**config.mk**
```make
export PLATFORM = sky130hd
export DESIGN_NAME = uart_tx
export DESIGN_NICKNAME = d
export VERILOG_FILES = /design/src/rtl/uart_pkg.sv /design/src/rtl/baud_tick_gen.sv /design/src/rtl/uart_tx.sv
export SDC_FILE = /design/constraint.sdc
export NUM_CORES = 1
export LEC_CHECK = 0
export CORE_MARGIN = 3
export CORE_UTILIZATION = 50
export DETAILED_ROUTE_END_ITERATION = 7
export DONT_BUFFER_PORTS = 1
export SLEW_MARGIN = 20
export SYNTH_ARGS = -nofsm -noshare
export SYNTH_HDL_FRONTEND = slang
export SYNTH_SLANG_ARGS = --single-unit
```
**constraint.sdc**
```tcl
create_clock -name clk -period 3.9 [get_ports clk]
set_clock_uncertainty 0.2 [all_clocks]
set_input_delay 0.39 -clock clk [delete_from_list [all_inputs] [get_ports clk]]
set_output_delay 0.39 -clock clk [all_outputs]
set_load 0.02 [all_outputs]
```
**src/rtl/uart_pkg.sv**
```systemverilog
// uart_pkg -- shared types and constants for the UART transmit path.
//   uart_state_t       : transmitter FSM states (IDLE, START, DATA, STOP)
//   DEFAULT_CLK_FREQ   : default system clock frequency in Hz
//   DEFAULT_BAUD_RATE  : default line rate in bit/s
//   DEFAULT_OVERSAMPLE : default number of baud ticks per bit
//   DATA_BITS          : payload bits per frame
package uart_pkg;

    typedef enum logic [1:0] {
        IDLE,
        START,
        DATA,
        STOP
    } uart_state_t;

    localparam int DEFAULT_CLK_FREQ   = 100_000_000;
    localparam int DEFAULT_BAUD_RATE  = 9600;
    localparam int DEFAULT_OVERSAMPLE = 16;
    localparam int DATA_BITS          = 8;

endpackage

```
**src/rtl/baud_tick_gen.sv**
```systemverilog
// baud_tick_gen -- divides the system clock down to the oversample tick rate.
//   clk  : system clock, rising edge
//   rst  : synchronous active-high reset
//   clr  : restart the count; the first tick then arrives DIV clocks later
//   tick : one-cycle pulse every DIV clocks
// Parameter DIV : clocks per tick (must be at least 2).
module baud_tick_gen #(
    parameter int DIV = 651
) (
    input  logic clk,
    input  logic rst,
    input  logic clr,
    output logic tick
);

    localparam int CNT_W = $clog2(DIV);

    logic [CNT_W-1:0] cnt;

    // NOTE: sequential state is written with non-blocking assignments so every
    // register samples its inputs from the same pre-edge values.
    always_ff @(posedge clk) begin
        if (rst || clr) begin
            cnt <= '0;
        end else if (cnt == CNT_W'(DIV - 1)) begin
            cnt <= '0;
        end else begin
            cnt <= cnt + CNT_W'(1);
        end
    end

    // Decoded from the counter register: after a clear at edge E the counter
    // reaches DIV-1 just after edge E+DIV-1, so the tick is consumed at E+DIV.
    assign tick = (cnt == CNT_W'(DIV - 1));

endmodule

```
**src/rtl/uart_tx.sv**
```systemverilog
// uart_tx -- 8N1 UART transmitter.
//   clk      : system clock, rising edge
//   rst      : synchronous active-high reset
//   tx_start : send request (pulse or level), accepted only while idle
//   tx_data  : byte to send, captured on acceptance
//   tx_busy  : high while a frame is in progress
//   tx       : serial line, idle high
//   tx_done  : one-cycle pulse at the edge that ends the stop bit
// Parameters CLK_FREQ, BAUD_RATE, OVERSAMPLE set the bit timing:
// one bit = OVERSAMPLE * (CLK_FREQ / (BAUD_RATE * OVERSAMPLE)) clocks.
module uart_tx
    import uart_pkg::*;
#(
    parameter int CLK_FREQ   = DEFAULT_CLK_FREQ,
    parameter int BAUD_RATE  = DEFAULT_BAUD_RATE,
    parameter int OVERSAMPLE = DEFAULT_OVERSAMPLE
) (
    input  logic                 clk,
    input  logic                 rst,
    input  logic                 tx_start,
    input  logic [DATA_BITS-1:0] tx_data,
    output logic                 tx_busy,
    output logic                 tx,
    output logic                 tx_done
);

    localparam int DIV    = CLK_FREQ / (BAUD_RATE * OVERSAMPLE);
    localparam int TICK_W = $clog2(OVERSAMPLE);
    localparam int BIT_W  = $clog2(DATA_BITS);

    uart_state_t          state_q, state_d;
    logic [DATA_BITS-1:0] shift_q, shift_d;
    logic [BIT_W-1:0]     bit_cnt_q, bit_cnt_d;
    logic [TICK_W-1:0]    tick_cnt_q, tick_cnt_d;
    logic                 tx_d, busy_d, done_d;
    logic                 accept;
    logic                 tick;
    logic                 bit_end;

    baud_tick_gen #(
        .DIV (DIV)
    ) u_tick (
        .clk  (clk),
        .rst  (rst),
        .clr  (accept),
        .tick (tick)
    );

    // Last oversample tick of the current bit period.
    assign bit_end = tick && (tick_cnt_q == TICK_W'(OVERSAMPLE - 1));

    // NOTE: every signal written here gets a default first, so no path through
    // the case statement can leave a value unassigned and infer a latch.
    always_comb begin
        state_d    = state_q;
        shift_d    = shift_q;
        bit_cnt_d  = bit_cnt_q;
        tick_cnt_d = tick_cnt_q;
        tx_d       = tx;
        busy_d     = tx_busy;
        done_d     = 1'b0;
        accept     = 1'b0;

        if (state_q != IDLE && tick) begin
            tick_cnt_d = bit_end ? '0 : tick_cnt_q + TICK_W'(1);
        end

        unique case (state_q)
            IDLE: begin
                tx_d   = 1'b1;
                busy_d = 1'b0;
                if (tx_start) begin
                    accept     = 1'b1;
                    shift_d    = tx_data;
                    bit_cnt_d  = '0;
                    tick_cnt_d = '0;
                    state_d    = START;
                    tx_d       = 1'b0;
                    busy_d     = 1'b1;
                end
            end
            START: begin
                if (bit_end) begin
                    state_d   = DATA;
                    bit_cnt_d = '0;
                    tx_d      = shift_q[0];
                end
            end
            DATA: begin
                if (bit_end) begin
                    shift_d = shift_q >> 1;
                    if (bit_cnt_q == BIT_W'(DATA_BITS - 1)) begin
                        state_d = STOP;
                        tx_d    = 1'b1;
                    end else begin
                        bit_cnt_d = bit_cnt_q + BIT_W'(1);
                        // Next bit is what the shift brings into the LSB.
                        tx_d      = shift_q[1];
                    end
                end
            end
            STOP: begin
                if (bit_end) begin
                    state_d = IDLE;
                    tx_d    = 1'b1;
                    busy_d  = 1'b0;
                    done_d  = 1'b1;
                end
            end
        endcase
    end

    // Reset outranks a same-cycle tx_start, so a request during reset is lost.
    always_ff @(posedge clk) begin
        if (rst) begin
            state_q    <= IDLE;
            shift_q    <= '0;
            bit_cnt_q  <= '0;
            tick_cnt_q <= '0;
            tx         <= 1'b1;
            tx_busy    <= 1'b0;
            tx_done    <= 1'b0;
        end else begin
            state_q    <= state_d;
            shift_q    <= shift_d;
            bit_cnt_q  <= bit_cnt_d;
            tick_cnt_q <= tick_cnt_d;
            tx         <= tx_d;
            tx_busy    <= busy_d;
            tx_done    <= done_d;
        end
    end

endmodule

```
Yosys cells after proc, flatten, opt, wreduce, memory -nomap -nowiden
Cells that the tools add are included.
{"block": "totals", "ram_bits": 0, "out_inout_bits": 3, "mem_count": 0, "reg_bits": 30, "mem_bits_ro": 0, "latch_bits": 0}
{"block": "classes", "eq_ne": 12, "addsub": 3, "multipliers": 0, "n_mux": 29, "n_reduce_logical": 15, "n_div": 0, "n_bitwise": 1, "n_lt_le_gt_ge": 0, "shift": 0}
{"cell": "$mux 4", "count": 4}
{"cell": "$mux 8", "count": 2}
{"cell": "$pmux 8 s2", "count": 1}
{"cell": "$mux 3", "count": 4}
{"cell": "$ne 2x2->1 const B", "count": 6}
{"cell": "$add 10x1->10 const B", "count": 1}
{"cell": "$eq 10x10->1 const B", "count": 1}
{"cell": "$mux 2", "count": 5}
{"cell": "$reduce_and 5->1", "count": 2}
{"cell": "$mux 1", "count": 9}
{"cell": "$pmux 3 s3", "count": 1}
{"cell": "$pmux 2 s4", "count": 1}
{"cell": "$reduce_and 3->1", "count": 2}
{"cell": "$reduce_bool 2->1", "count": 3}
{"cell": "$add 4x1->4 const B", "count": 1}
{"cell": "$eq 2x2->1 const B", "count": 2}
{"cell": "$eq 4x4->1 const B", "count": 1}
{"cell": "$pmux 1 s4", "count": 1}
{"cell": "$reduce_or 2->1", "count": 2}
{"cell": "$add 3x1->3 const B", "count": 1}
{"cell": "$eq 3x3->1 const B", "count": 1}
{"cell": "$reduce_bool 3->1", "count": 1}
{"cell": "$eq 2x1->1 const B", "count": 1}
{"cell": "$logic_and 1x1->1", "count": 2}
{"cell": "5 further kinds", "count": 5}

Depth between registers and ports, before layout
{"block": "depth", "word_depth": 6, "depth_mapped": 8, "depth_no_buf": 6}

By module
A second synthesis with hierarchy kept.
{"block": "unflattened", "cells_unflattened": 169, "hier_area_um2": 1526.5}
{"mod": "uart_tx", "area_per_inst_um2": 1063.5, "cells_each": 118, "seq_area_each_um2": 400.4, "instances": 1}
{"mod": "baud_tick_gen", "area_per_inst_um2": 462.9, "cells_each": 51, "seq_area_each_um2": 200.2, "instances": 1}

Worst setup path after synthesis
No wires, ideal clock.
{"block": "synth_timing", "path_type": "register -> register", "start": "reg u_tick.cnt[0]", "end": "reg state_q[0]", "path_stages_with_launch": 8, "arrival_time_ns": 1.680, "setup_slack_ns": 1.887, "setup_ns": 0.134, "path_cell_list": "dfxtp_1 inv_1 ha_1 nand4bb_4 or4_1 buf_2 a2111oi_4 a211oi_1"}
{"block": "synth_between", "elab_chain_cells": 4}
{"item": "start, declared", "line": "baud_tick_gen.sv:18", "rtl": "logic [CNT_W-1:0] cnt;"}
{"item": "start signal, assigned", "line": "baud_tick_gen.sv:28", "rtl": "cnt <= cnt + CNT_W'(1);"}
{"item": "$eq 10x10->1 (*)", "line": "baud_tick_gen.sv:34", "rtl": "assign tick = (cnt == CNT_W'(DIV - 1));"}
{"item": "$logic_and 1x1->1 (*)", "line": "uart_tx.sv:50", "rtl": "assign bit_end = tick && (tick_cnt_q == TICK_W'(OVERSAMPLE - 1));"}
{"item": "$ne 2x2->1 (no line)"}
{"item": "$reduce_and 5->1 (no line) (*)"}
{"item": "end signal, assigned", "line": "uart_tx.sv:124", "rtl": "state_q <= state_d;"}
{"item": "end, declared", "line": "uart_tx.sv:31", "rtl": "uart_state_t state_q, state_d;"}
Mark *: on every way between the ends. The rest lies on a longest branch, timed or not.
A chain may end at the register's enable or synchronous reset.

Worst setup path after layout
{"block": "layout_timing", "start": "reg state_q[0]", "end": "reg shift_q[6]"}
{"block": "layout_between", "elab_chain_cells": 3}
{"item": "$eq 2x2->1 or $logic_not 2->1 (tied branches)", "line": "uart_tx.sv:68", "rtl": "unique case (state_q)"}
{"item": "$ne 2x2->1 (no line) or $reduce_bool 2->1 (tied branches)"}
{"item": "$reduce_and 3->1 (no line)"}
{"item": "end signal, assigned", "line": "uart_tx.sv:125", "rtl": "shift_q <= shift_d;"}
{"item": "end, declared", "line": "uart_tx.sv:32", "rtl": "logic [DATA_BITS-1:0] shift_q, shift_d;"}
Parallel ways exist; a longest one is shown, timed or not.

==> flow_metrics.tcl <==
set metrics [dict create \
    run_status "finished clean" \
    first_global_vias 1127 \
    rows 20 \
    detail_route.wirelength_mm 3.00 \
    post_cts_resize_count 0 \
    fp.dieArea_sq_um 3960 \
    synth.distinct_cells 44 \
    insertedDiodeCount 0 \
    initial_antenna_violation_count 0 \
    worst_path_most_repeated_cell "inv_1" \
    final_layout_size_suffix_gt1_frac 0.0751 \
    dr_vias 1241 \
    yosys_most_used_dff "dfxtp_1" \
    rsz0062_at_grt "no" \
    grt_overflow 0 \
    tns_ns 0 \
    area.growth.synth_to_final_pct 4.64 \
    yosys_register_bits 30 \
    cpPeakStageDelay_ns 0.79 \
    worst_ep_required_time_ns 3.93 \
    post_synth_main_area_contributors "dfxtp_1, ha_1, mux2i_1" \
    dr.pass1.iters 5 \
    max_freq_ghz 0.346 \
    grt_use_total 0.168 \
    slew_violations 0 \
    power_density_nw_per_um2 555 \
    hpwlAfterDp_mm 2.21 \
    setup.worst_path.class "reg -> reg" \
    synthArstFlopShare 0 \
    clock_slew_seen_by_the_registers_of_the_worst_setup_and_hold_paths_ns 0.09 \
    syn_nets 194 \
    die_x_um 62.9 \
    setup_violations 0 \
    drt.antenna.violating_nets 0 \
    fillCellCount 297 \
    syn-instance-count 173 \
    avgViaCountPerCell 5.72 \
    worst_ir_drop_vdd_v 0.000289 \
    initial_core_utilization 0.526 \
    global_route_wire_length_before_repair_mm 5.20 \
    leakage_power_figure_nw 0.567 \
    postCtsHoldBufs 1 \
    timing.final.crit_share 0.741 \
    multiInputGateArea_sq_um 947 \
    cts_sinks 30 \
    yosys_warnings 0 \
    initialDrtViolationCount 57 \
    io_buffers 0 \
    crit_path_top_delay_cell "o21ai_1" \
    worst_slew_pin_slew_ns 0.936 \
    clock_buffers_created_by_tritoncts 5 \
    nets 194 \
    synthesis.area_sq_um 1620 \
    worstSetupEndpointType "flop" \
    num_io_pins 14 \
    tritoncts "done" \
    ff_latch_area_sq_um 601 \
    cp_cell_sequence "inv_1, ha_1, inv_1, o21ai_1, a21oi_1, a311oi_1" \
    worst-endpoint-arrival_ns 2.92 \
    layout_min_cycle_time_ns 2.89 \
    postSynthAreaPerCell_sq_um 9.36 \
    largest_net_degree_at_the_start_of_global_routing 17 \
    highest_fanout_seen_on_the_critical_path 16 \
    clockRootBuffer "clkbuf_4" \
    netlist.area_leader.share 0.371 \
    report.final.hold_viol_count 0 \
    cts-root-to-sink-buffers 2 \
    hold_class "in -> reg" \
    timing.slew.headroom 0.372 \
    drc 0 \
    start_kind "flop" \
    h_tree_level_count 2 \
    place.gp.congestion 0.787 \
    drt-wirelength-per-cell_um 13.8 \
    fin_hold_ws_ns 0.0215 \
    synth_enable_flop_cells 0 \
    core_area_sq_um 3080 \
    clkLatencyLatePin_ns 0.32 \
    synth_sequential_area_ratio 0.371 \
    max_cap_viol_count 0 \
    post_cts_buffers 0 \
    die_h_um 62.9 \
    post-route-util 0.550 \
    netlist.top_cell.by_area "dfxtp_1" \
]
final cells by class:
class,instances,share of cell area
inverters,9,0.0199
flip-flops and latches,30,0.355
multi-input cells,126,0.559
repair buffers,1,0.00591
well taps,44,0.0325
clock inverters,2,0.00591
clock buffers,5,0.0222
path summary, 6_finish.rpt:
check	cells past startpoint	to	slack, ns	start
min	2	tx_busy$_SDFFE_PP0P_	0.02	tx_start
max reg2reg	6	shift_q[6]$_SDFFE_PP0P_	1.01	state_q[0]$_SDFFE_PP0P_
min reg2reg	2	bit_cnt_q[0]$_SDFFE_PP0P_	0.29	bit_cnt_q[0]$_SDFFE_PP0P_
max	6	shift_q[6]$_SDFFE_PP0P_	1.01	state_q[0]$_SDFFE_PP0P_
where the power goes:
group / switching (W) / internal, W
logic: 0.000221 / 0.000152
clock network: 0.000101 / 0.0000646
registers: 0.0000456 / 0.000357
total: 0.000367 / 0.000573
state kept, by name, summed over array words and instances, names as in the netlist:
name	count
shift_q	8
tick_cnt_q	4
tx_busy	1
bit_cnt_q	3
tx	1
u_tick.cnt	10
state_q	2
tx_done	1
Yosys cell counts, drive strengths merged, types with 2 or more instances:
| master | count |
|---|---|
| a311oi | 7 |
| nand2 | 9 |
| nor4 | 3 |
| a21oi | 11 |
| o21ai | 8 |
| ha | 10 |
| xnor2 | 6 |
| and2 | 2 |
| mux2i | 9 |
| nor2 | 16 |
| nand3 | 8 |
| inv | 9 |
| nand4bb | 2 |
| a211oi | 2 |
| o21a | 2 |
| clkbuf | 5 |
| or4 | 2 |
| dfxtp | 30 |
| o211ai | 3 |
| nor3 | 5 |
| xor2 | 2 |
| a32o | 2 |
| buf | 3 |
cells in the final DEF, fill, tap and decap left out, drive strengths merged, types with 3 or more instances in the layout:
| cell | n |
|---|---|
| clkbuf | 5 |
| inv | 9 |
| mux2i | 9 |
| a311oi | 7 |
| nand3 | 8 |
| nor2 | 16 |
| o21ai | 8 |
| o211ai | 3 |
| nor3 | 5 |
| nand2 | 9 |
| a21oi | 11 |
| nor4 | 3 |
| xnor2 | 6 |
| ha | 10 |
| dfxtp | 30 |
metrics by stage:
step / cell area [sq um] / power, W / cells / setup WS [ns]
final: 1690 / 0.000940 / 217 / 1.01
after global routing: 1690 / 0.00102 / 217 / 0.726
after CTS: 1690 / 0.000949 / 217 / 1.03
after detailed placement: 1640 / 0.000777 / 209 / 1.05
after global placement: 1640 / 0.000764 / 209 / 1.20
after floorplan: 1620 / 0.000717 / 173 / 1.89
metal layers:
layer  vias up  track usage  wire (um)  share of wire
met2        35        0.244       1290           0.43
met1       556        0.227       1490           0.50
li1        640            -          -              -
met4         0       0.0771         85          0.028
met5         -            0          0              0
met3        10       0.0504        135          0.045
critical path: cells and delay by family (launching register included):
family,cells,cell delay [ns]
compound gates,3,1.23
fa+ha+maj,1,0.71
buf+inv,2,0.33
flops,1,0.34
logic make-up after synthesis:
logic type               synth area share
AO/OA/AOI/OAI                       0.207
XOR/XNOR                           0.0433
adder cells (fa/ha/maj)            0.0773
buffers and inverters              0.0440
flip-flops                          0.371
multiplexers                       0.0556
AND/OR/NAND/NOR                     0.202
(Power assumes the default switching activity.)
